--- src/rtl/if_stage.sv ---
// if_stage: instruction fetch with BTB/2-bit-counter prediction, one-entry skid and redirect handling
// Ports: clk/reset (sync, active-high); imem_* instruction-memory read port;
//   stall_in from ID; redirect/redirect_pc from EX; upd_* BTB training from EX;
//   valid_out, pc_out, pc_plus4_out, ir_out, br_predict_out, tgtaddr_out to the IF/ID latch.
module if_stage #(
    parameter logic [31:0] RESET_PC  = 32'h0000_0060,
    parameter int          BTB_IDX_W = 4,
    parameter logic [31:0] NOP_INSTR = 32'h0000_0013
) (
    input  logic        clk,
    input  logic        reset,
    output logic [31:0] imem_address,
    output logic        imem_read,
    input  logic [31:0] imem_rdata,
    input  logic        imem_resp,
    input  logic        stall_in,
    input  logic        redirect,
    input  logic [31:0] redirect_pc,
    input  logic        upd_valid,
    input  logic [31:0] upd_pc,
    input  logic        upd_taken,
    input  logic [31:0] upd_target,
    output logic        valid_out,
    output logic [31:0] pc_out,
    output logic [31:0] pc_plus4_out,
    output logic [31:0] ir_out,
    output logic        br_predict_out,
    output logic [31:0] tgtaddr_out
);
    localparam int N  = 1 << BTB_IDX_W;
    localparam int TW = 30 - BTB_IDX_W;
    typedef enum logic [1:0] {FETCH, HOLD, DISCARD} state_t;
    typedef struct packed {
        logic [31:0] pc;
        logic [31:0] pc4;
        logic [31:0] ir;
        logic        pred;
        logic [31:0] tgt;
    } ent_t;
    localparam ent_t ENT_RST = '{pc: 32'd0, pc4: 32'd4, ir: NOP_INSTR, pred: 1'b0, tgt: 32'd0};
    state_t state_q, state_d;
    logic [31:0] req_q, req_d, pc_q, pc_d;
    logic valid_q, valid_d;
    ent_t slot_q, slot_d, skid_q, skid_d;
    logic [N-1:0] btb_v_q;
    logic [1:0] btb_ctr_q [N];
    logic [TW-1:0] btb_tag_q [N];
    logic [31:0] btb_tgt_q [N];
    logic [BTB_IDX_W-1:0] ridx, uidx;
    logic hit, taken, uhit, consume;
    logic [31:0] next_pc;
    ent_t fetched;
    assign ridx    = req_q[BTB_IDX_W+1:2];
    assign hit     = btb_v_q[ridx] && btb_tag_q[ridx] == req_q[31:BTB_IDX_W+2];
    assign taken   = hit && btb_ctr_q[ridx][1];
    assign next_pc = taken ? btb_tgt_q[ridx] : req_q + 32'd4;
    assign fetched = '{pc: req_q, pc4: req_q + 32'd4, ir: imem_rdata, pred: taken, tgt: next_pc};
    assign consume = valid_q && !stall_in;
    assign imem_read      = !reset && state_q != HOLD;
    assign imem_address   = req_q;
    assign valid_out      = valid_q;
    assign pc_out         = slot_q.pc;
    assign pc_plus4_out   = slot_q.pc4;
    assign ir_out         = valid_q ? slot_q.ir : NOP_INSTR;
    assign br_predict_out = slot_q.pred;
    assign tgtaddr_out    = slot_q.tgt;
    // HOLD means the skid is occupied, so leaving HOLD is what empties it.
    always_comb begin
        state_d = state_q;
        req_d   = req_q;
        pc_d    = pc_q;
        valid_d = valid_q && !consume;
        slot_d  = slot_q;
        skid_d  = skid_q;
        if (redirect) begin
            valid_d = 1'b0;
            pc_d    = redirect_pc;
            if (state_q == FETCH && !imem_resp) begin
                state_d = DISCARD;
            end else if (state_q != DISCARD || imem_resp) begin
                req_d   = redirect_pc;
                state_d = FETCH;
            end
        end else if (state_q == FETCH && imem_resp) begin
            req_d = next_pc;
            if (!valid_q || consume) begin
                slot_d  = fetched;
                valid_d = 1'b1;
            end else begin
                skid_d  = fetched;
                state_d = HOLD;
            end
        end else if (state_q == HOLD && consume) begin
            slot_d  = skid_q;
            valid_d = 1'b1;
            state_d = FETCH;
        end else if (state_q == DISCARD && imem_resp) begin
            req_d   = pc_q;
            state_d = FETCH;
        end
    end
    always_ff @(posedge clk) begin
        if (reset) begin
            state_q <= FETCH;
            req_q   <= RESET_PC;
            pc_q    <= RESET_PC;
            valid_q <= 1'b0;
            slot_q  <= ENT_RST;
            skid_q  <= ENT_RST;
        end else begin
            state_q <= state_d;
            req_q   <= req_d;
            pc_q    <= pc_d;
            valid_q <= valid_d;
            slot_q  <= slot_d;
            skid_q  <= skid_d;
        end
    end
    assign uidx = upd_pc[BTB_IDX_W+1:2];
    assign uhit = btb_v_q[uidx] && btb_tag_q[uidx] == upd_pc[31:BTB_IDX_W+2];
    // Registered arrays give write-after-read for a same-cycle lookup and update.
    always_ff @(posedge clk) begin
        if (reset) begin
            btb_v_q <= '0;
            for (int i = 0; i < N; i++) btb_ctr_q[i] <= 2'b01;
        end else if (upd_valid) begin
            btb_v_q[uidx]   <= 1'b1;
            btb_ctr_q[uidx] <= !uhit ? (upd_taken ? 2'b10 : 2'b01)
                             : upd_taken ? (btb_ctr_q[uidx] == 2'b11 ? 2'b11 : btb_ctr_q[uidx] + 2'd1)
                             : (btb_ctr_q[uidx] == 2'b00 ? 2'b00 : btb_ctr_q[uidx] - 2'd1);
        end
    end
    always_ff @(posedge clk) begin
        if (upd_valid && !reset) begin
            btb_tag_q[uidx] <= upd_pc[31:BTB_IDX_W+2];
            if (upd_taken) btb_tgt_q[uidx] <= upd_target;
        end
    end
endmodule

--- config.mk ---
export PLATFORM = sky130hd
export DESIGN_NAME = if_stage
export DESIGN_NICKNAME = d
export VERILOG_FILES = /design/src/rtl/if_stage.sv
export SDC_FILE = /design/constraint.sdc
export NUM_CORES = 2
export LEC_CHECK = 0
export BUFFER_PORTS_ARGS = -buffer_cell sky130_fd_sc_hd__buf_2
export CELL_PAD_IN_SITES_DETAIL_PLACEMENT = 0
export CELL_PAD_IN_SITES_GLOBAL_PLACEMENT = 2
export CORE_MARGIN = 3
export CORE_UTILIZATION = 48
export CTS_CLUSTER_DIAMETER = 30
export DETAILED_ROUTE_END_ITERATION = 7
export GPL_TIMING_DRIVEN = 0
export HOLD_SLACK_MARGIN = 0.05
export PLACE_DENSITY = 0.82
export SLEW_MARGIN = 40
export SYNTH_ARGS = -nofsm -noshare
export SYNTH_HDL_FRONTEND = slang
export SYNTH_SLANG_ARGS = --single-unit
export TNS_END_PERCENT = 100
--- constraint.sdc ---
create_clock -name clk -period 7.6 [get_ports clk]
set_input_delay 1.52 -clock clk [delete_from_list [all_inputs] [get_ports clk]]
set_output_delay 1.52 -clock clk [all_outputs]
set_load 0.05 [all_outputs]
# Word level (Yosys, flattened, before mapping)
# Memories as Yosys holds them, arrays and structs flattened. A register that Yosys moved wholly into a read port is not among the register bits.
# Cells that the tools add are included.
[totals] ff_bits=341 ram_bits=960 input_bits=135 out_inout_bits=163 wordCells=121 n_memories=3
[mem_list] memory="btb_tgt_q" depth=16 word_bits=32 read_ports=1 rd_clocked_by_memory_dff=1 write_ports=1 line="48" source="logic [31:0] btb_tgt_q [N];"
[mem_list] memory="btb_tag_q" depth=16 word_bits=26 read_ports=2 rd_clocked_by_memory_dff=1 write_ports=1 line="47" source="logic [TW-1:0] btb_tag_q [N];"
[mem_list] memory="btb_ctr_q" depth=16 word_bits=2 read_ports=2 rd_clocked_by_memory_dff=1 write_ports=16 line="46" source="logic [1:0] btb_ctr_q [N];"
[classes] add_sub_neg=3 magnitude_cmp=3 n_eq_ne=13 mux=51 bitwise=3 n_reduce_logical=30
[op_table] op="$mux W129" n=3
[op_table] op="$mux W32" n=8
[op_table] op="$eq A26 B26 Y1" n=2
[op_table] op="$add A32 B3 Y32 const B" n=1
[op_table] op="$mux W4" n=7
[op_table] op="$mux W2" n=13
[op_table] op="$mux W1" n=17
[op_table] op="$or A16 B16 Y16" n=1
[op_table] op="$logic_and A1 B1 Y1" n=12
[op_table] op="$lt A4 B5 Y1 const B" n=2
[op_table] op="$reduce_and A3 Y1" n=3
[op_table] op="$bmux W1 S4" n=2
[op_table] op="$ne A2 B1 Y1 const B" n=3
[op_table] op="$ne A3 B3 Y1 const B" n=2
[op_table] op="$logic_not A1 Y1" n=5
[op_table] op="$demux W1 S4" n=1
[op_table] op="$eq A2 B2 Y1 const B" n=2
[op_table] op="$ge A4 B1 Y1 const B" n=1
[op_table] op="$logic_not A2 Y1" n=2
[op_table] op="$ne A2 B2 Y1 const B" n=2
[op_table] op="$reduce_and A4 Y1" n=1
[op_table] op="$reduce_bool A4 Y1" n=1
[op_table] op="$reduce_or A2 Y1" n=2
[op_table] op="$ne A3 B1 Y1 const B" n=1
[op_table] op="7 further kinds" n=9

# Longest topological paths before layout
[logic_depth] depth_word=9 ltp_mapped=18 depth_no_buf=9

# Worst setup path before layout
# No wires, ideal clock.
[synth_path] path_type="input port to flip-flop" from="in upd_pc[2]" to="mem btb_tgt_q[15][0] (enable)" setup_ps=392 arrival_ps=4584 required_time_ps=7208 slack_ps=2624 cell_stages=8 n_path_buf=4 path_cell_list="clkbuf_1 > buf_2 > clkbuf_1 > and3_1 > clkbuf_1 > nand3_1 > inv_1 > and2_1"
[synth_lines] element="start, declared" line="20" source="input logic [31:0] upd_pc,"
[synth_lines] element="end, declared" line="48"
# No word-level cell before the write port.

==> run metrics <==
# H-tree levels=5; number of cells on the critical path=12; core area=roughly 120000 µm²; Post-Synthesis Cell Area=approximately 57000 µm²; Max FO, Critical Path=10; clock network fraction of design power=0.552; Yosys warning total=0; post-synthesis sequential area ratio=0.629; fraction of layout cells with a size suffix above 1=0.323; Clock Skew=between 0.04 and 0.05 ns; clk_lat worst skew=approximately 0.88 ns; pwr dens=304 nW/µm²; GP Congestion=between 0.9 and 1; CP Data Required Time=between 8 and 9 ns; Initial Util=0.486; Primary FF master, synth=edfxtp_1; CTS buffer count=around 290; drt wl/cell=30.0 µm; Unique masters post-synth=a little over 60; max cap viols=0; post-route minimum period=5.85 ns; Top Family by Delay on Critical Path=buffers and inverters; Setup crit start kind=primary input; synthesized flop and latch total=1301; clk root buf=clkbuf_16; Pre-antenna DRT Iters=5; num ports=298; Core Util, Final=0.601; cts hold-fix bufs=0; Slew Limit Headroom=0.354; Seq pwr share=0.367; Post-synth ARST share=0; Post-route DRC=0; # port buffers=290; Area contributors post-synth=edfxtp_1, mux4_2, dfxtp_1; die width=~350 µm; Pleak=~24 nW; first-pass GRT wire length=263 mm; worst vdd ir=around 0.24 mV; Reg clk slew, reported paths=about 0.04 ns; Least-Margin Pin Slew=just under 1 ns; area growth from synthesis to layout=23.8%; Power Internal=16.3 mW; slowest cell delay on critical path=~0.62 ns; Layout Nets=between 4000 and 5000; Hold Path Class=flop to flop; CP Class=primary input to flop; Syn Inst Count=3781; die area=approximately 120000 µm²; CP startpoint=upd_pc[2]; number of global-route vias before repair=~37000; post-route antenna net violation count=0; Psw=~5 mW; share of the synthesized area in the top cell type=0.509; fmax=171 MHz; Sink Count=about 1300; DIE HEIGHT=between 300 and 400 µm; Worst EP arrival=approximately 6.4 ns; Final Hold Viols=0; Setup-failing EPs final=0; Via-to-Cell Ratio=6.00; Post-DP HPWL=roughly 130 mm; Placed Area=60900 µm²; number of synthesized flops with an enable pin=960; crit path capture=btb_ctr_q[12][1]; Placement Rows=roughly 130; Reg2Reg Depth=13; Synth area leader=edfxtp_1; worst path bufs/invs=3; aggregate global-route resource usage=0.302; post-cts gate resize count=0; largest net degree at the start of global routing=28; Max stage delay cell, worst path=clkbuf_1; setup bufs post-CTS=0; Total Routed Length=around 180 mm; Worst Setup End Kind=flop; CTS max path bufs=4; initial antenna violation count=18; vias=roughly 37000; Final Cell Area=about 70000 µm²; part of the power in combinational logic=0.081; CP Cell Sequence=clkbuf_1, buf_2, mux4_2, mux4_2, xnor2_1, nand4_1, nor4_1, nand2_1, o21a_1, o22ai_1, buf_2, nor2_1; RSZ-0062 raised after global routing=no; syn avg cell area=roughly 15 µm²; run status=complete, no violations; period utilization=0.770; switching share of power=0.236; 1st-iter DRT viols=slightly above 4000; grt ovf=0; r2r setup slk=about 2.2 ns; post-synth net total=3917; CTS tree=built; fin. max-slew vios=0
==> routing by layer <==
| metal | routed length [µm] | GRT usage |
|---|---|---|
| met5 | 62 | 0 |
| met4 | 6450 | 0.114 |
| met3 | 18600 | 0.0716 |
| met2 | 87000 | 0.481 |
| met1 | 72000 | 0.407 |
==> power by group through the flow <==
stage               sequential (mW)  combinational, mW  clock [mW]
floorplan                      7.93               1.07           0
global placement               7.97               1.69           0
detailed placement             7.97               1.71           0
CTS                            7.84               1.72        11.8
global route                   7.84               1.82        12.3
finish                         7.84               1.73        11.8
==> state kept, by name (all words and copies together) (netlist names), named ones only <==
signal and count:
pc_plus4_out 30, btb_tgt_q 512, tgtaddr_out 32, slot_q 32, pc_out 32, pc_q 32
imem_address 32, state_q 2, br_predict_out 1, btb_ctr_q 32, valid_out 1, btb_tag_q 416
skid_q 127, btb_v_q 16
==> worst reg2reg max path, cell delays in order (launching register included) <==
cell and delay, ns:
dfxtp_1 0.43, buf_4 0.26, buf_2 0.42, clkinv_1 0.74, mux2i_1 0.32, mux2i_1 0.65
xnor2_1 0.20, nand4_1 0.19, or4_4 0.64, buf_6 0.17, buf_2 0.20, o21ai_1 0.26
nand3_1 0.13, a211oi_1 0.57
==> cells in the mapped netlist, types with 16 or more instances <==
cell type / number
a211oi_1: 82
a21oi_1: 120
a221oi_1: 42
a311oi_1: 61
and2_1: 51
and3_1: 30
buf_1: 16
buf_2: 41
buf_4: 142
clkbuf_1: 218
dfxtp_1: 341
edfxtp_1: 960
inv_1: 41
mux2_2: 26
mux2i_1: 111
mux4_2: 410
nand2_1: 424
nand2b_1: 32
nand3_1: 33
nor2_1: 230
o211ai_1: 27
o21ai_0: 74
o21ai_1: 38
or4_1: 17
xnor2_1: 71
xor2_1: 23
==> kinds of logic (layout without fill, tap and decap cells) <==
kind of cell	Yosys count	in the layout	share of synthesized area
adder cells (fa/ha/maj)	1	1	0.000221
flip-flops	1301	1301	0.629
other	0	8	0
XOR/XNOR	94	94	0.0145
AND/OR/NAND/NOR	874	874	0.0676
buffers and inverters	469	1291	0.0425
AO/OA/AOI/OAI	495	495	0.0581
multiplexers	547	547	0.188
==> cell type report <==
| type | count | area, µm² |
|---|---|---|
| Antenna cell | 8 | 20.0 |
| Buffer | 426 | 2300 |
| Clock buffer | 333 | 7570 |
| Clock inverter | 162 | 1660 |
| Fill cell | 9034 | 46500 |
| Inverter | 43 | 201 |
| Multi-Input combinational cell | 2011 | 18700 |
| Sequential cell | 1301 | 35700 |
| Tap cell | 1524 | 1910 |
| Timing Repair Buffer | 327 | 2130 |
==> through the flow <==
stage	hold WS, ns	setup WS [ns]	instances	setup TNS (ns)	total power [mW]
floorplan	0.426	2.62	3781	0	9.00
global placement	0.437	-0.493	5595	-38.65	9.65
detailed placement	0.444	0.946	5630	0	9.68
CTS	0.449	1.85	6125	0	21.4
global route	0.466	1.59	6130	0	21.9
finish	0.447	1.75	6135	0	21.3
==> worst min-delay path by stage <==
stage | startpoint | endpoint | slack [ns] | cells past startpoint
global placement | slot_q[37] | slot_q[37] | 0.44 | 1
detailed placement | tgtaddr_out[14] | tgtaddr_out[14] | 0.44 | 2
CTS | tgtaddr_out[14] | tgtaddr_out[14] | 0.45 | 2
floorplan | tgtaddr_out[0] | tgtaddr_out[0] | 0.43 | 2
global route | pc_plus4_out[28] | pc_plus4_out[28] | 0.47 | 2
finish | tgtaddr_out[14] | tgtaddr_out[14] | 0.45 | 2
==> placed cells by master (no fill, tap or decap), drive strengths merged, types with 111 or more instances in the layout <==
cell / count
edfxtp: 960
clkbuf: 553
buf: 532
nand2: 424
mux4: 410
dfxtp: 341
nor2: 230
a21oi: 120
o21ai: 112
mux2i: 111
Power figures use the tool's default switching activity.
